--- src/rtl/cond_pkg.sv ---
// Shared condition-code encodings and status-flag bit positions for the
// condition evaluation stage.
package cond_pkg;

    localparam logic [3:0] COND_EQ = 4'h0;
    localparam logic [3:0] COND_NE = 4'h1;
    localparam logic [3:0] COND_CS = 4'h2;
    localparam logic [3:0] COND_CC = 4'h3;
    localparam logic [3:0] COND_MI = 4'h4;
    localparam logic [3:0] COND_PL = 4'h5;
    localparam logic [3:0] COND_VS = 4'h6;
    localparam logic [3:0] COND_VC = 4'h7;
    localparam logic [3:0] COND_HI = 4'h8;
    localparam logic [3:0] COND_LS = 4'h9;
    localparam logic [3:0] COND_GE = 4'hA;
    localparam logic [3:0] COND_LT = 4'hB;
    localparam logic [3:0] COND_GT = 4'hC;
    localparam logic [3:0] COND_LE = 4'hD;
    localparam logic [3:0] COND_AL = 4'hE;
    localparam logic [3:0] COND_NV = 4'hF;

    // Flags are packed {Z,C,N,V}
    localparam int Z_IDX = 3;
    localparam int C_IDX = 2;
    localparam int N_IDX = 1;
    localparam int V_IDX = 0;

endpackage

--- src/rtl/cond_lane_eval.sv ---
// Single-lane combinational condition check: one 4-bit ARM condition code
// against a {Z,C,N,V} flag set.
module cond_lane_eval
    import cond_pkg::*;
(
    input  logic [3:0] cond,
    input  logic [3:0] flags,
    output logic       pass
);

    logic z, c, n, v;

    assign z = flags[Z_IDX];
    assign c = flags[C_IDX];
    assign n = flags[N_IDX];
    assign v = flags[V_IDX];

    always_comb begin
        pass = 1'b0;
        case (cond)
            COND_EQ: pass = z;
            COND_NE: pass = !z;
            COND_CS: pass = c;
            COND_CC: pass = !c;
            COND_MI: pass = n;
            COND_PL: pass = !n;
            COND_VS: pass = v;
            COND_VC: pass = !v;
            COND_HI: pass = c && !z;
            COND_LS: pass = !c || z;
            COND_GE: pass = (n == v);
            COND_LT: pass = (n != v);
            COND_GT: pass = !z && (n == v);
            COND_LE: pass = z || (n != v);
            COND_AL: pass = 1'b1;
            default: pass = 1'b0;
        endcase
    end

endmodule

--- src/rtl/cond_eval_stage.sv ---
// Status register plus multi-lane condition evaluation feeding a registered
// valid/ready stage between ID and EXE, with flush and a saturating annul count.
module cond_eval_stage
    import cond_pkg::*;
#(
    parameter int LANES       = 2,
    parameter int FLAG_BYPASS = 1,
    parameter int CNT_W       = 16
) (
    input  logic                 clk,
    input  logic                 rst,
    input  logic                 sr_we,
    input  logic [3:0]           sr_in,
    input  logic                 flush,
    input  logic                 in_valid,
    output logic                 in_ready,
    input  logic [4*LANES-1:0]   cond_in,
    output logic                 out_valid,
    input  logic                 out_ready,
    output logic [LANES-1:0]     cond_pass,
    output logic [3:0]           sr_out,
    output logic [CNT_W-1:0]     annul_cnt
);

    localparam int ZW = $clog2(LANES + 1);
    localparam int SW = CNT_W + ZW;
    localparam logic [CNT_W-1:0] CNT_MAX = {CNT_W{1'b1}};

    logic [3:0]       sr_q;
    logic [3:0]       flags;
    logic [LANES-1:0] pass_d;
    logic             accept;
    logic [ZW-1:0]    zeros;
    logic [SW-1:0]    cnt_sum;
    logic [CNT_W-1:0] cnt_next;

    // A same-cycle write-back from EXE is visible to the instruction being accepted
    assign flags = ((FLAG_BYPASS != 0) && sr_we) ? sr_in : sr_q;

    for (genvar i = 0; i < LANES; i++) begin : g_lane
        cond_lane_eval u_lane (
            .cond  (cond_in[4*i +: 4]),
            .flags (flags),
            .pass  (pass_d[i])
        );
    end

    assign in_ready = !out_valid || out_ready;
    assign accept   = in_valid && in_ready && !flush;
    assign sr_out   = sr_q;

    always_comb begin
        zeros = '0;
        for (int i = 0; i < LANES; i++) begin
            if (!pass_d[i]) zeros = zeros + ZW'(1);
        end
    end

    always_comb begin
        cnt_sum  = SW'(annul_cnt) + SW'(zeros);
        cnt_next = (cnt_sum > SW'(CNT_MAX)) ? CNT_MAX : cnt_sum[CNT_W-1:0];
    end

    always_ff @(posedge clk or posedge rst) begin
        if (rst) begin
            sr_q      <= 4'b0000;
            out_valid <= 1'b0;
            cond_pass <= '0;
            annul_cnt <= '0;
        end else begin
            if (sr_we) sr_q <= sr_in;
            if (accept) begin
                out_valid <= 1'b1;
                cond_pass <= pass_d;
                annul_cnt <= cnt_next;
            end else if (out_ready || flush) begin
                out_valid <= 1'b0;
            end
        end
    end

endmodule

--- config.mk ---
export PLATFORM = sky130hd
export DESIGN_NAME = cond_eval_stage
export DESIGN_NICKNAME = d
export VERILOG_FILES = /design/src/rtl/cond_pkg.sv /design/src/rtl/cond_lane_eval.sv /design/src/rtl/cond_eval_stage.sv
export SDC_FILE = /design/constraint.sdc
export NUM_CORES = 1
export LEC_CHECK = 0
export CAP_MARGIN = 30
export CELL_PAD_IN_SITES_DETAIL_PLACEMENT = 0
export CELL_PAD_IN_SITES_GLOBAL_PLACEMENT = 2
export CORE_MARGIN = 4
export CORE_UTILIZATION = 28
export DETAILED_ROUTE_END_ITERATION = 7
export PLACE_DENSITY_LB_ADDON = 0.1
export SETUP_SLACK_MARGIN = 0.5
export SLEW_MARGIN = 15
export SYNTH_ARGS = -nofsm -noshare
export SYNTH_HDL_FRONTEND = slang
export SYNTH_SLANG_ARGS = --single-unit
--- constraint.sdc ---
create_clock -name clk -period 4.2 [get_ports clk]
set_clock_uncertainty 0.05 [all_clocks]
set_input_delay 0.84 -clock clk [delete_from_list [all_inputs] [get_ports clk]]
set_output_delay 0.84 -clock clk [all_outputs]
set_load 0.005 [all_outputs]
==> impl_metrics.toml, run 1 <==
[run_status]
status = "finished, final reports clean"

[synth]
postSynthCellCount = 167
synthFlopType = "dfrtp_1"
synthDistinctLibCells = 46
syn_nets = 189
netlist_top_cells_area = "dfrtp_1, xnor2_1, nand2_1"
synth.avg_cell_area_sq_um = 9.15
ys_async_sr_fraction = 1.00
seq_area_frac_synth = 0.377
synth-warning-count = 0
synth_top_cell_by_area = "dfrtp_1"
synth_edf_count = 0
netlist.area_leader.share = 0.377
synth_area_sq_mm = 0.00153
ys_seq_elements = 23

[clock_tree]
cts_tree = "done"
clkTransAtPathRegs_ns = 0.09
cts_hold_repair.buffers = 0
cts_buffers = 3
htreeDepth = 1
insertion_delay_ns = 0.26
clockBufferDepth = 2
ctsRootBufferMaster = "clkbuf_8"
cts.sink_count = 23

[final_layout]
layout-drive-gt1-share = 0.238
stdcell_area_sq_mm = 0.00236
post-route-util = 0.454
syn2layout_area_growth_pct = 54.5
antenna_cells = 0
nNetsFinal = 254
stdcell_count = 301

[power]
netSwitchingPower_uw = 218
pwr_density_cell_mw_per_mm2 = 295
p_comb_frac = 0.382
power_uw = 697
power_leakage_nw = 1.06
swShare = 0.313
intPower_uw = 478
seq_power_share = 0.417
p_clk_frac = 0.201
ir_drop_mv = 0.150

[grt]
grt_antenna_before_repair = 0
grt_pass1_wl_um = 6920
grt_use_total = 0.135
grt_overflow_total = 0
grt_pass1_vias = 1424
grt_max_degree = 24

[placed_design]
portBuffers = 41
dp_hpwl_um = 3180
gp_congestion = 0.802
placed_cell_area_sq_mm = 0.00215
dp_cells = 290

[critical_path]
cp.arrival_ns = 3.60
end_kind = "flop"
critPathRequiredTime_ns = 4.31
path_class = "input pin to flop"
critPathLaunchType = "input pin"
r2r_start = "sr_out[1]"
crit_start = "sr_we"
critical_path_peak_fanout = 4

[timing]
finalCritPeriodShare = 0.831
finalSetupViolCount = 0
grt_setup_unrepaired = "false"
whs_ns = 0.489
post-route-min-period_ns = 3.49
slew_headroom = 0.733
fmax_mhz = 287
drv_slew = 0
worstMarginPinSlew_ns = 0.397
finalHoldViolations = 0

[floorplan]
dieHeight_um = 81.9
num_rows = 26
core_sq_mm = 0.00520
die_width_um = 81.9
initial_core_util = 0.294
ios = 42
die_area_sq_mm = 0.00670

[routing]
firstDrtPassIters = 4
wl_um = 4290
drt_iter0_drc = 77
wl_per_cell_um = 14.2
dr_total_vias = 1438
viasPerCell = 4.78
ant_nets = 0
route.detailed.drc = 0

[run]
max_cap_viol_count = 0

[min_path]
worstHoldStart = "cond_pass[0]"
hp-class = "flop to flop"
worst max-delay path: stages:
cell     delay, ns
buf_6         0.10
buf_6         0.11
or3b_1        0.38
and3b_1       0.19
o32ai_2       0.28
o221a_4       0.25
a31oi_4       0.04
ha_4          0.23
ha_4          0.16
fa_2          0.38
nand4_1       0.14
nor2_2        0.05
nand4_1       0.13
mux2_4        0.30
cells in the mapped netlist, drive strengths merged (3+ instances only):
cell and count:
nor2 14, buf 4, mux2 3, xnor2 13
nand3 4, nor3 9, o21ai 3, ha 3
nand2b 6, inv 10, nand4 6, nand2 26
mux2i 4, nor2b 4, dfrtp 23
registers in the layout, summed over array words and instances (netlist names):
| signal | count |
|---|---|
| annul_cnt | 16 |
| sr_out | 4 |
| cond_pass | 2 |
| out_valid | 1 |
stage by stage:
step                      setup TNS [ns]  setup WS, ns
after global routing                   0         0.602
after floorplan                        0         0.511
final                                  0         0.712
after CTS                              0         0.503
after global placement           -0.0112       -0.0112
after detailed placement          -0.217       -0.0759
per-layer routing:
| layer | track usage | up-vias | share of wire |
|---|---|---|---|
| li1 | - | 710 | - |
| met1 | 0.184 | 693 | 0.48 |
| met2 | 0.216 | 31 | 0.47 |
| met3 | 0.0318 | 4 | 0.044 |
| met4 | 0.0332 | 0 | 0.0098 |
| met5 | 0 | - | 0 |
final cells by class:
class | instances | area (sq um)
Tap cell | 70 | 87.6
Timing Repair Buffer | 66 | 629
Inverter | 10 | 37.5
Multi-Input combinational cell | 128 | 986
Sequential cell | 23 | 576
Clock buffer | 4 | 45.0
Fill cell | 531 | 2840
kinds of logic (layout without fill, tap and decap cells):
logic type / count (synthesis) / count (layout) / synth area share
DFF: 23 / 23 / 0.377
buffers and inverters: 16 / 80 / 0.0459
muxes: 9 / 9 / 0.0778
adders and majority gates: 4 / 4 / 0.0377
xor gates and xnor gates: 15 / 15 / 0.0860
and+or+nand+nor: 80 / 80 / 0.265
AOI/OAI and AO/OA: 20 / 20 / 0.111
timing repair:
action	in CTS	in global routing
hold endpoints to repair	0	0
endpoints found under the setup margin	16	15
gates cloned	1	0
pin swaps	5	12
resized for setup	9	25
setup buffers	2	3
cells in the final DEF, fill, tap and decap left out, types with 2 or more instances in the layout:
master,Yosys,layout
clkbuf_2,0,2
xor2_1,2,2
mux2_4,0,2
mux2i_1,4,3
nor2_1,14,13
nand2_1,26,25
clkdlybuf4s50_1,0,32
nor3_1,8,8
dlymetal6s2s_1,0,4
o21ai_0,3,3
inv_1,10,10
nand4_1,6,6
a21oi_1,2,2
a31o_2,2,2
buf_6,1,4
buf_4,0,21
xnor2_1,13,11
or3_1,2,2
clkbuf_8,0,3
nand3_1,4,4
xnor2_2,0,2
ha_4,0,2
nand2b_1,6,6
and3b_1,2,2
dfrtp_1,23,23
nor2b_1,4,4
mux4_2,2,2
final timing paths:
path / to / slack [ns] / cells after the start
setup / recovery: annul_cnt[14] / 0.71 / 14
hold / removal: cond_pass[0] / 0.49 / 1
setup reg to reg: annul_cnt[14] / 0.97 / 12
hold reg to reg: cond_pass[0] / 0.49 / 1
max in group asynchronous: annul_cnt[4] / 2.95 / 3
min in group asynchronous: annul_cnt[15] / 0.76 / 2
power groups by stage:
stage	clock (mW)	combinational (mW)	sequential, mW
final	0.140	0.266	0.290
after global routing	0.160	0.299	0.298
after CTS	0.149	0.239	0.290
after detailed placement	0	0.231	0.295
after global placement	0	0.227	0.292
after floorplan	0	0.109	0.287
No activity file was read; power rests on OpenSTA's default activity.
==> run 2: changes to the inputs <==
--- a/config.mk
+++ b/config.mk
@@ -9,7 +9,7 @@
 export CELL_PAD_IN_SITES_DETAIL_PLACEMENT = 0
 export CELL_PAD_IN_SITES_GLOBAL_PLACEMENT = 2
 export CORE_MARGIN = 4
-export CORE_UTILIZATION = 28
+export CORE_UTILIZATION = 25
 export DETAILED_ROUTE_END_ITERATION = 7
 export PLACE_DENSITY_LB_ADDON = 0.1
 export SETUP_SLACK_MARGIN = 0.5
==> constraint.sdc (replaced) <==
create_clock -name clk -period 3.2 [get_ports clk]
set_clock_uncertainty 0.05 [all_clocks]
set_input_delay 0.64 -clock clk [delete_from_list [all_inputs] [get_ports clk]]
set_output_delay 0.64 -clock clk [all_outputs]
set_load 0.005 [all_outputs]
==> run 2 against run 1 <==
The flow now finishes with violations (negative setup slack). Flip-flop and latch count unchanged. Clock power grew 34%. Sequential power increased by 30%. Final area grew 9.9%. Sequential share of layout area is 2.1 points lower. Worst setup slack lost 0.78 ns. Power grew 39%. Hold slack got worse by 0.020 ns. Critical path depth is 1 lower. Non-clock buffer count is 24 higher. Cell count up 9.6%. First-iteration DRC count decreased by 42%. Largest power group is now combinational logic.
==> impl_metrics.toml, run 2 (synthesized netlist as in run 1, its figures left out) <==
[run_status]
status = "finished, violations left"
failed_checks = "negative setup slack"

[floorplan]
num_rows = 28
dieHeight_um = 86.2
die_width_um = 86.2
ios = 42
core_sq_mm = 0.00592
die_area_sq_mm = 0.00743
initial_core_util = 0.258

[routing]
ant_nets = 0
viasPerCell = 4.65
route.detailed.drc = 0
firstDrtPassIters = 4
dr_total_vias = 1535
wl_um = 4350
wl_per_cell_um = 13.2
drt_iter0_drc = 45

[grt]
grt_max_degree = 24
grt_use_total = 0.124
grt_pass1_wl_um = 7420
grt_antenna_before_repair = 0
grt_overflow_total = 0
grt_pass1_vias = 1555

[critical_path]
path_common_cell = "nand4_1"
critPathLaunchType = "input pin"
path_delay_family = "adder cells"
r2r_slack_ns = -0.04
critPathRequiredTime_ns = 3.31
slowest_stage = "mux4_2"
critical_path_peak_fanout = 4
end_kind = "flop"
r2r_start = "sr_out[1]"
ff2ff_path_depth = 12
cp.depth = 13
max_stage_delay_ns = 0.48
path_class = "input pin to flop"
cp.arrival_ns = 3.38
path_buf_inv = 1
crit_chain = "buf_8, xnor2_4, mux4_2, a32oi_2, nand2_1, xnor2_2, ha_1, ha_2, fa_2, nand4_1, nor2_1, nand4_1, mux2_4"
r2r-end = "annul_cnt[14]"

[timing]
drv_slew = 0
post-route-min-period_ns = 3.27
postLayoutSetupSlackWorst_ns = -0.0715
finalHoldViolations = 0
slew_headroom = 0.679
finalCritPeriodShare = 1.02
worstMarginPinSlew_ns = 0.482
grt_setup_unrepaired = "true"
finalSetupViolCount = 12
fmax_mhz = 306
fin_setup_tns_ns = -0.172

[min_path]
hold-path-endpoint = "cond_pass[0]"
hp-class = "flop to flop"
holdPathStages = 1
worstHoldStart = "cond_pass[0]"

[power]
power_leakage_nw = 1.19
swShare = 0.306
seq_power_share = 0.388
p_clk_frac = 0.193
power_uw = 971
ir_drop_mv = 0.221
pwr_density_cell_mw_per_mm2 = 374
netSwitchingPower_uw = 298
p_comb_frac = 0.419
intPower_uw = 673

[final_layout]
antenna_cells = 0
nNetsFinal = 278
stdcell_area_sq_mm = 0.00259
post-route-util = 0.438
final_cell_mix = "buf_4, clkdlybuf4s50_1, nand2_1"
top_register = "annul_cnt"
layout-drive-gt1-share = 0.357
final_common_cell = "buf_4"
syn2layout_area_growth_pct = 69.9
fillers = 576
largest_reg_flops = 16

[placed_design]
portBuffers = 41
gp_congestion = 0.769
placed_cell_area_sq_mm = 0.00230
place_ws_ns = -0.999
dp_hpwl_um = 3290

[clock_tree]
clockBufferDepth = 2
cts_hold_repair.buffers = 0
insertion_delay_ns = 0.27
cts_tree = "done"
clkTransAtPathRegs_ns = 0.09
ctsRootBufferMaster = "clkbuf_8"
cts_buffers = 3
htreeDepth = 1
cts.sink_count = 23

[run]
max_cap_viol_count = 0
[run 2: metrics by stage]
step / hold WS, ns / std cells
global route: 0.514 / 330
global placement: 0.463 / 313
floorplan: 0.445 / 167
CTS: 0.475 / 327
finish: 0.469 / 330
detailed placement: 0.455 / 313
[run 2: worst max path at each step]
stage | startpoint | to | slack, ns
CTS | sr_we | annul_cnt[14] | -0.03
floorplan | sr_we | annul_cnt[14] | -0.26
finish | sr_in[0] | annul_cnt[14] | -0.07
global route | sr_in[0] | annul_cnt[14] | -0.18
detailed placement | sr_we | annul_cnt[14] | -1.0
global placement | sr_we | annul_cnt[14] | -0.90
[run 2: layout make-up]
type                    count  area, sq um  area share
inverters                  10         37.5      0.0145
repair buffers             90          837       0.323
well taps                  75         93.8      0.0362
flip-flops and latches     23          577       0.222
multi-input cells         128         1000       0.387
clock buffers               4         45.0      0.0174
[run 2: worst register-to-register path: stages, from the launching register on]
cell and delay (ns):
dfrtp_2 0.45, xnor2_2 0.16, mux4_2 0.47, a32oi_2 0.24, nand2_1 0.13, xnor2_2 0.14, ha_1 0.30, ha_2 0.18
fa_2 0.37, nand4_1 0.15, nor2_1 0.07, nand4_1 0.12, mux2_4 0.30
[run 2: power by group through the flow]
| stage | combinational (mW) | clock [mW] | sequential (mW) |
|---|---|---|---|
| floorplan | 0.147 | 0 | 0.377 |
| global placement | 0.336 | 0 | 0.381 |
| detailed placement | 0.336 | 0 | 0.381 |
| CTS | 0.395 | 0.197 | 0.378 |
| global route | 0.451 | 0.207 | 0.384 |
| finish | 0.407 | 0.187 | 0.377 |
[run 2: layer usage]
metal,GRT usage,part of all wire,up-vias
met5,0,0,-
met4,0.0255,0.0080,0
met3,0.0314,0.055,5
met2,0.200,0.46,32
met1,0.168,0.48,735
li1,-,-,763
[run 2: repair_timing]
action	4_1_cts	5_1_grt
pin swaps	18	5
gates resized for setup	57	9
endpoints found under the setup margin	17	16
buffers inserted	10	2
==> run 3: changes to the inputs <==
--- a/config.mk
+++ b/config.mk
@@ -8,7 +8,6 @@
 export CAP_MARGIN = 30
 export CELL_PAD_IN_SITES_DETAIL_PLACEMENT = 0
 export CELL_PAD_IN_SITES_GLOBAL_PLACEMENT = 2
-export CORE_MARGIN = 4
 export CORE_UTILIZATION = 25
 export DETAILED_ROUTE_END_ITERATION = 7
 export PLACE_DENSITY_LB_ADDON = 0.1
==> run 3 against run 2 <==
The run still ends with negative setup slack left. Largest power group unchanged. Non-clock buffer count is 2 lower. Power is 1.7% lower. Sequential power hardly changed. Critical path depth stayed put. Die area is 13% lower. Cell count is 0.61% lower. Wire length is 1.6% lower. Global-route usage is 2.0 points higher. First-iteration DRC count is 82% higher. Critical path type unchanged. Sequential share of layout area is 0.23 points higher. Clock power hardly changed.
==> impl_metrics.toml, run 3 (synthesized netlist as in run 1, its figures left out) <==
[run_status]
status = "finished, violations left"
failed_checks = "negative setup slack"

[critical_path]
path_buf_inv = 1
end_kind = "flop"
path_common_cell = "nand4_1"
cp.arrival_ns = 3.36
ff2ff_path_depth = 13
max_stage_delay_ns = 0.37
r2r-end = "annul_cnt[14]"
r2r_slack_ns = -0.03
path_delay_family = "adder cells"
endpoint = "annul_cnt[14]"
crit_chain = "buf_12, or3b_4, and3b_1, o32ai_2, o221a_2, a31oi_1, ha_1, ha_4, fa_2, nand4_1, nor2_2, nand4_1, mux2_4"
path_class = "input pin to flop"
critPathLaunchType = "input pin"
slowest_stage = "or3b_4"
critPathRequiredTime_ns = 3.30
critical_path_peak_fanout = 7
crit_start = "sr_we"
cp.depth = 13
r2r_start = "sr_out[1]"

[clock_tree]
clkTransAtPathRegs_ns = 0.09
htreeDepth = 1
cts_tree = "done"
ctsRootBufferMaster = "clkbuf_8"
cts_hold_repair.buffers = 0
cts.sink_count = 23
insertion_delay_ns = 0.26
clockBufferDepth = 2
cts_buffers = 3

[final_layout]
final_cell_mix = "buf_4, clkdlybuf4s50_1, nand2_1"
largest_reg_flops = 16
top_register = "annul_cnt"
antenna_cells = 0
layout-drive-gt1-share = 0.344
nNetsFinal = 276
fillers = 564
syn2layout_area_growth_pct = 68.1
post-route-util = 0.434
ff_latch_area_sq_um = 577
final_common_cell = "buf_4"
multiInputGateArea_sq_mm = 0.00102

[power]
pwr_density_cell_mw_per_mm2 = 372
ir_drop_mv = 0.269
power_leakage_nw = 1.16

[grt]
use_met2 = 0.233
gr-usage-met3 = 0.0307
busiest_layer = "met2"
grt_antenna_before_repair = 0
grt_pass1_vias = 1528
grt_max_degree = 19
grt_use_met1 = 0.194
grt_overflow_total = 0
grt_pass1_wl_um = 7220
grt_use_total = 0.144

[floorplan]
ios = 42
dieHeight_um = 80.2
initial_core_util = 0.258
num_rows = 28
die_width_um = 80.2
die_area_sq_mm = 0.00643
core_sq_mm = 0.00592

[timing]
grt_setup_unrepaired = "true"
finalHoldViolations = 0
post-route-min-period_ns = 3.26
worstMarginPinSlew_ns = 0.432
whs_ns = 0.479
fmax_mhz = 307
finalSetupViolCount = 4
drv_slew = 0
finalCritPeriodShare = 1.02
postLayoutSetupSlackWorst_ns = -0.0556
slew_headroom = 0.712

[min_path]
hp-class = "flop to flop"

[placed_design]
portBuffers = 41
gp_congestion = 0.797
dp_hpwl_um = 3320
place_ws_ns = -0.972

[routing]
firstDrtPassIters = 4
wl_um = 4280
route.detailed.drc = 0
drt_iter0_drc = 82
dr_total_vias = 1523
viasPerCell = 4.64
wl_per_cell_um = 13.1
ant_nets = 0

[run]
max_cap_viol_count = 0
-- run 3: changes by cell type in the layout (fill, tap and decap cells not counted), moves of 2 or more --
cell | before | now
o21ai_2 | 3 | 1
clkdlybuf4s50_1 | 30 | 32
buf_6 | 7 | 5
o21ai_1 | 0 | 2
-- run 3: power by group --
group / internal, mW / switching [mW]
clock network: 0.0889 / 0.0980
registers: 0.329 / 0.0484
logic: 0.241 / 0.149
total: 0.659 / 0.296
-- run 3: layout make-up --
cell class / count / area share
clock buffers: 4 / 0.0175
inverters: 10 / 0.0146
multi-input cells: 128 / 0.396
flip-flops and latches: 23 / 0.225
well taps: 75 / 0.0365
repair buffers: 88 / 0.311
-- run 3: how the worst min path moves through the flow --
| stage | cells past startpoint | slack (ns) | to | from |
|---|---|---|---|---|
| 3_3_place_gp | 1 | 0.46 | cond_pass[0] | cond_pass[0] |
| 3_5_place_dp | 2 | 0.45 | annul_cnt[0] | annul_cnt[0] |
| 5_1_grt | 2 | 0.54 | annul_cnt[6] | annul_cnt[6] |
| 4_1_cts | 2 | 0.48 | annul_cnt[0] | annul_cnt[0] |
| 2_1_floorplan | 2 | 0.44 | annul_cnt[0] | annul_cnt[0] |
| 6_report | 1 | 0.48 | cond_pass[0] | cond_pass[0] |
-- run 3: timing repair --
item,CTS,global route
endpoints found under the setup margin,17,16
pin swaps,16,13
setup buffers,5,3
gates resized for setup,45,16
-- run 3: stage by stage --
stage / instance area (sq um) / cells / power [mW] / setup TNS (ns)
2_1_floorplan: 1570 / 167 / 0.524 / -0.470
3_3_place_gp: 2310 / 315 / 0.715 / -13.24
3_5_place_dp: 2340 / 316 / 0.720 / -14.12
4_1_cts: 2500 / 325 / 0.942 / -0.0438
5_1_grt: 2570 / 328 / 1.02 / -1.04
6_report: 2570 / 328 / 0.955 / -0.105
-- run 3: metal layers --
| metal | vias to the layer above | part of all wire |
|---|---|---|
| met1 | 731 | 0.50 |
| li1 | 754 | - |
| met2 | 34 | 0.45 |
| met3 | 4 | 0.044 |
| met4 | 0 | 0.0098 |
| met5 | - | 0 |
